File: src/rtl/spi_slave_8_lane.sv
// rtl/spi_slave_8_lane.sv - receive-only 8-lane SPI slave assembling NUM_BYTES bytes into one word.
// Optional: define SPI_SLAVE_IRQ_LATCH_EN to make irq_rx a level held until the next CS falling edge.
module spi_slave_8_lane #(
   parameter int SYNC_STAGES = 2,
   parameter int NUM_BYTES   = 16
) (
   input  logic                     clk,
   input  logic                     reset,
   input  logic                     spi_clk_in,
   input  logic [7:0]               spi_data_in,
   input  logic                     spi_cs_n_in,
   output logic [8*NUM_BYTES-1:0]   rx_data,
   output logic                     rx_valid,
   output logic                     rx_busy,
   output logic                     irq_rx
);

   localparam int CW = (NUM_BYTES > 1) ? $clog2(NUM_BYTES) : 1;
   localparam logic [CW-1:0] LAST = CW'(NUM_BYTES - 1);

   logic [SYNC_STAGES-1:0]  clk_sync;
   logic [SYNC_STAGES-1:0]  cs_sync;
   logic [7:0]              data_sync [SYNC_STAGES];
   logic                    clk_prev;
   logic [CW-1:0]           cnt;
   logic [8*NUM_BYTES-1:0]  buffer;
   logic                    done;

   logic       clk_s;
   logic       cs_n_s;
   logic [7:0] data_s;
   logic       rise;

   assign clk_s  = clk_sync[SYNC_STAGES-1];
   assign cs_n_s = cs_sync[SYNC_STAGES-1];
   assign data_s = data_sync[SYNC_STAGES-1];
   assign rise   = clk_s & ~clk_prev;

   // Data travels through the same depth as spi_clk, so data_s is the byte set up for this rise.
   always_ff @(posedge clk) begin
      if (reset) begin
         clk_sync <= '0;
         cs_sync  <= '1;
         for (int i = 0; i < SYNC_STAGES; i++) data_sync[i] <= '0;
         clk_prev <= 1'b0;
         cnt      <= '0;
         buffer   <= '0;
         done     <= 1'b0;
         rx_data  <= '0;
         rx_valid <= 1'b0;
         rx_busy  <= 1'b0;
      end else begin
         clk_sync     <= {clk_sync[SYNC_STAGES-2:0], spi_clk_in};
         cs_sync      <= {cs_sync[SYNC_STAGES-2:0], spi_cs_n_in};
         data_sync[0] <= spi_data_in;
         for (int i = 1; i < SYNC_STAGES; i++) data_sync[i] <= data_sync[i-1];
         clk_prev <= clk_s;
         rx_busy  <= ~cs_n_s;
         rx_valid <= done;
         done     <= 1'b0;
         if (done) rx_data <= buffer;
         // A pending completion is independent of CS, so a word finished just before deselect still lands.
         if (cs_n_s) begin
            cnt <= '0;
         end else if (rise) begin
            buffer[{cnt, 3'b000} +: 8] <= data_s;
            if (cnt == LAST) begin
               cnt  <= '0;
               done <= 1'b1;
            end else begin
               cnt <= cnt + 1'b1;
            end
         end
      end
   end

`ifdef SPI_SLAVE_IRQ_LATCH_EN
   logic cs_prev;

   // Set has priority over the clear from a new transfer starting.
   always_ff @(posedge clk) begin
      if (reset) begin
         cs_prev <= 1'b1;
         irq_rx  <= 1'b0;
      end else begin
         cs_prev <= cs_n_s;
         if (done) irq_rx <= 1'b1;
         else if (cs_prev & ~cs_n_s) irq_rx <= 1'b0;
      end
   end
`else
   always_ff @(posedge clk) begin
      if (reset) irq_rx <= 1'b0;
      else       irq_rx <= done;
   end
`endif

endmodule

File: config.mk
export PLATFORM = sky130hd
export DESIGN_NAME = spi_slave_8_lane
export DESIGN_NICKNAME = d
export VERILOG_FILES = /design/src/rtl/spi_slave_8_lane.sv
export SDC_FILE = /design/constraint.sdc
export NUM_CORES = 1
export LEC_CHECK = 0
export ABC_AREA = 1
export ABC_CLOCK_PERIOD_IN_PS = 2400
export BUFFER_PORTS_ARGS = -buffer_cell sky130_fd_sc_hd__buf_4
export CAP_MARGIN = 40
export CORE_MARGIN = 2
export CORE_UTILIZATION = 59
export CTS_BUF_LIST = sky130_fd_sc_hd__clkbuf_2 sky130_fd_sc_hd__clkbuf_4 sky130_fd_sc_hd__clkbuf_8
export DETAILED_ROUTE_END_ITERATION = 10
export HOLD_SLACK_MARGIN = 0.12
export MAX_ROUTING_LAYER = met4
export PLACE_DENSITY = 0.78
export SLEW_MARGIN = 20
export SYNTH_ARGS = -nofsm -noshare
export SYNTH_HDL_FRONTEND = slang
export SYNTH_SLANG_ARGS = --single-unit
File: constraint.sdc
create_clock -name clk -period 2.4 [get_ports clk]
set_input_delay 0.72 -clock clk [delete_from_list [all_inputs] [get_ports clk]]
set_output_delay 0.72 -clock clk [all_outputs]
set_load 0.05 [all_outputs]
After elaboration in Yosys (flattened, before gate mapping)
Memory sizes are Yosys's and may differ from the RTL's.
Index checks and enable logic that the tools add are counted.
{"block": "totals", "register_bits": 268, "inputBits": 12, "memories": 1, "output_inout_bits": 131, "ram_bits": 16}
{"block": "op_classes", "bitwise": 6, "addsub": 2, "n_eq_ne": 1, "reduce_logical": 3, "n_shift": 2, "n_mux": 8}
{"name": "data_sync", "words": 2, "width": 8, "read_ports": 2, "rd_ports_with_merged_regs": 0, "wr": 2, "line": "23", "text": "logic [7:0] data_sync [SYNC_STAGES];"}
{"operator": "$bwmux W128", "n": 1}
{"operator": "$shift A8 B9 Y128 const A", "n": 1}
{"operator": "$shiftx A8 B9 Y128", "n": 1}
{"operator": "$mux W8", "n": 2}
{"operator": "$neg A7 Y9", "n": 1}
{"operator": "$add A4 B1 Y4 const B", "n": 1}
{"operator": "$eq A4 B4 Y1 const B", "n": 1}
{"operator": "$mux W1", "n": 4}
{"operator": "$mux W4", "n": 1}
{"operator": "$not A1 Y1", "n": 3}
{"operator": "$reduce_or A3 Y1", "n": 1}
{"operator": "$or A1 B1 Y1", "n": 2}
{"operator": "$reduce_and A2 Y1", "n": 1}
{"operator": "$reduce_or A2 Y1", "n": 1}
{"operator": "$and A1 B1 Y1", "n": 1}

Longest topological paths before layout
{"block": "depth", "depth_word": 4, "ltp_mapped": 14}

Least setup slack after synthesis
No wires, ideal clock.
{"block": "synth_timing", "kind": "register to register", "from": "register cnt[0]", "to": "register buffer[54]", "n_path_buf": 2, "required_time_ns": 2.289, "stages_incl_launch_ff": 13, "synth_period_minus_slack_ns": 1.855, "t_arrival_ns": 1.744, "slack_ns": 0.545, "setup_time_ns": 0.111, "path_cell_list": "dfxtp_1 buf_4 inv_4 ha_1 inv_1 nand2_1 nand2_4 inv_4 nor2_4 buf_4 nand3_1 nand2_1 nor2_1"}
{"block": "synth_between", "elab_chain_len": 3, "elab_cells_between_ends": 4, "classes_between": "add/sub: 1; shift: 2; mux: 1"}
{"element": "from (decl)", "line": "25", "text": "logic [CW-1:0] cnt;"}
{"element": "from (signal assigned)", "line": "71", "text": "cnt <= cnt + 1'b1;"}
{"element": "$neg A7 Y9 *", "line": "66", "text": "buffer[{cnt, 3'b000} +: 8] <= data_s;"}
{"element": "$shiftx A8 B9 Y128 or $shift A8 B9 Y128 (tied branches)", "line": "66"}
{"element": "$bwmux W128 *", "line": "66"}
{"element": "to (signal, indexed assignment)", "line": "66"}
{"element": "to (decl)", "line": "26", "text": "logic [8*NUM_BYTES-1:0] buffer;"}
Every way passes the cells marked *; elsewhere a longest branch is shown, timed or not.
A chain may end at the register's enable or synchronous reset.

Worst setup path after layout
{"block": "layout_timing", "from": "register cnt[1]", "to": "register buffer[45]"}
The elaborated chain is that of the path after synthesis.

==> impl_metrics.env <==
export IMPL_status="finished, final reports clean"
export IMPL_fillCellCount=1413
export IMPL_drtIter0Drc=823
export IMPL_min_period_ns=2.124
export IMPL_hold_slack_ns=0.3631
export IMPL_grt_pass1_vias=8216
export IMPL_ys_types=32
export IMPL_die_w_um=138.0
export IMPL_final_common_cell="nor2_1"
export IMPL_synthCells=1383
export IMPL_syn_area_um2=10600
export IMPL_leakagePower_nw=6.147
export IMPL_cts_resized_gates=0
export IMPL_cp_top_family="simple AND/OR/NAND/NOR gates"
export IMPL_vias=9088
export IMPL_post_route_util_pct=71.68
export IMPL_tns_ns=0
export IMPL_cap_violations=0
export IMPL_critPathMaxStageDelay_ns=0.41
export IMPL_dp_slack_ns=0.3055
export IMPL_grt_max_degree=167
export IMPL_hold_class="in2reg"
export IMPL_die_area_um2=19060
export IMPL_cts_root_buffer="clkbuf_8"
export IMPL_clock_skew_final_ns=0.02410
export IMPL_routedWlPerCell_um=14.07
export IMPL_synth_nets=1399
export IMPL_crit_path_end_kind="register"
export IMPL_nNetsFinal=1528
export IMPL_clockBufferDepth=3
export IMPL_synthArstFlopShare_pct=0
export IMPL_tightest_slew_ns=0.6162
export IMPL_max_vdd_ir_drop_mv=0.4404
export IMPL_synth_edf_count=0
export IMPL_start_kind="register"
export IMPL_placed_area_um2=11820
export IMPL_most_common_layout_cells="388 x nor2_1, 283 x dfxtp_1, 157 x nand2_1"
export IMPL_cts_tree="yes"
export IMPL_cts_setup_buffers=0
export IMPL_final_area_um2=12740
export IMPL_cp_common_cell="inv_1"
export IMPL_numCtsBuffers=44
export IMPL_cp_cell_sequence="inv_1, ha_1, inv_1, nand2_1, nand2_4, nand3_1, nor2_2, inv_1, nor2_1, nor2_1"
export IMPL_first_pass_iters=5
export IMPL_start_util_pct=59.62
export IMPL_area_growth_pct=20.23
export IMPL_synth_main_ff_cell="dfxtp_1"
export IMPL_power_mw=9.063
export IMPL_setup_ws_ns=0.2763
export IMPL_drv_slew=0
export IMPL_grt_first_pass_wirelength_um=40540
export IMPL_crit_arrival_ns=2.55
export IMPL_io_buffers=142
export IMPL_max_freq_ghz=0.4709
export IMPL_clk_latency_ns=0.55
export IMPL_fin_crit_sh_pct=88.49
export IMPL_grtUsageTotal_pct=26.10
export IMPL_path_class="reg2reg"
export IMPL_coreArea_um2=17780
export IMPL_rows=49
export IMPL_routed_wl_um=24890
export IMPL_gp_congestion=0.9252
export IMPL_antenna_found_initial=0
export IMPL_place_inst=1695
export IMPL_hold_violations=0
export IMPL_viasPerCell=5.137
export IMPL_finalSetupViolations=0
export IMPL_synth_warnings=0
export IMPL_yosysSeqAreaShare_pct=53.64
export IMPL_drc=0
export IMPL_cts_sinks=284
export IMPL_overflow=0
export IMPL_cts_hold_buf=0
export IMPL_antennaDiodeCount=0
export IMPL_path_buf_inv=3
export IMPL_stdcell_count=1769
export IMPL_path_clk_slew_ns=0.07
export IMPL_relSlewSlack_pct=58.92
export IMPL_drive_gt1_share_pct=18.70
export IMPL_boundaryPins=143
export IMPL_ant_nets=0
export IMPL_synth_seq_cells=284
export IMPL_avgSynthCellArea_um2=7.665
export IMPL_dpl_hpwl_um=16010
export IMPL_powerDensity_nw_per_um2=711.1
export IMPL_critPathMaxFanout=13
export IMPL_cp_slowest_cell="dfxtp_1"
export IMPL_die_h_um=138.0
export IMPL_rsz0062_at_grt="false"
export IMPL_crit_required_ns=2.83
export IMPL_htreeDepth=2
==> per-layer routing <==
metal | up-vias | GRT usage [%] | wire length (um)
met4 | 0 | 8.056 | 490
met5 | - | - | 0
met3 | 40 | 5.958 | 1793
met1 | 4145 | 36.13 | 11570
met2 | 287 | 38.35 | 11030
li1 | 4616 | - | -
==> registers in the layout, summed over array words and instances, names as in the netlist <==
name       cells
clk_sync       2
irq_rx         1
rx_busy        1
cnt            4
rx_data      128
clk_prev       1
done           1
buffer       128
data_sync     16
cs_sync        2
==> layout make-up <==
class                           instances  area [um^2]  area share [%]
Tap cell                              229        286.5           2.248
Sequential cell                       284         5689           44.64
Clock buffer                           71        902.1           7.078
Timing Repair Buffer                  161         1284           10.07
Clock inverter                          3        23.77          0.1865
Multi-Input combinational cell        914         4148           32.54
Inverter                              107        411.6           3.230
==> cell usage after synthesis (2+ instances only) <==
master | instances | area, um^2
inv_4 | 2 | 12.51
nor2_1 | 388 | 1456
buf_1 | 4 | 15.01
nand2_2 | 9 | 56.30
nand3_4 | 3 | 52.55
o21ai_0 | 147 | 735.7
nand2_4 | 3 | 33.78
nor2_2 | 2 | 12.51
ha_1 | 4 | 50.05
nor2_8 | 2 | 40.04
buf_6 | 4 | 45.04
buf_2 | 12 | 60.06
dfxtp_1 | 284 | 5685
or2_2 | 2 | 12.51
nor2_4 | 12 | 135.1
nand3_1 | 97 | 485.5
inv_2 | 10 | 37.54
nand2_1 | 157 | 589.3
clkbuf_1 | 52 | 195.2
inv_1 | 94 | 352.8
a21oi_1 | 76 | 380.4
buf_4 | 6 | 45.04
nand3_2 | 4 | 40.04
==> cell families after synthesis <==
kind of cell	Yosys count	synth area share, %
AOI/OAI and AO/OA	225	10.75
xor gates and xnor gates	1	0.08264
adders and majority gates	4	0.4722
buffers and inverters	185	7.236
DFF	284	53.64
and+or+nand+nor	684	27.82
==> path summary, 6_finish.rpt <==
kind	depth (start not counted)	startpoint	slack, ns	endpoint
min reg2reg	2	data_sync[0][6]	0.39	data_sync[0][14]
max	10	cnt[1]	0.28	buffer[45]
min	2	spi_cs_n_in	0.36	cs_sync[0]
max reg2reg	10	cnt[1]	0.28	buffer[45]
==> report_power, final <==
part           leakage, nW  total (mW)  internal, mW  switching (mW)
Sequential            2.29        4.76          4.73          0.0239
Clock                0.484        4.13          2.37            1.76
Combinational         3.37       0.178        0.0549           0.123
Total                 6.15        9.06          7.15            1.91
No activity file was read; power rests on OpenSTA's default activity.
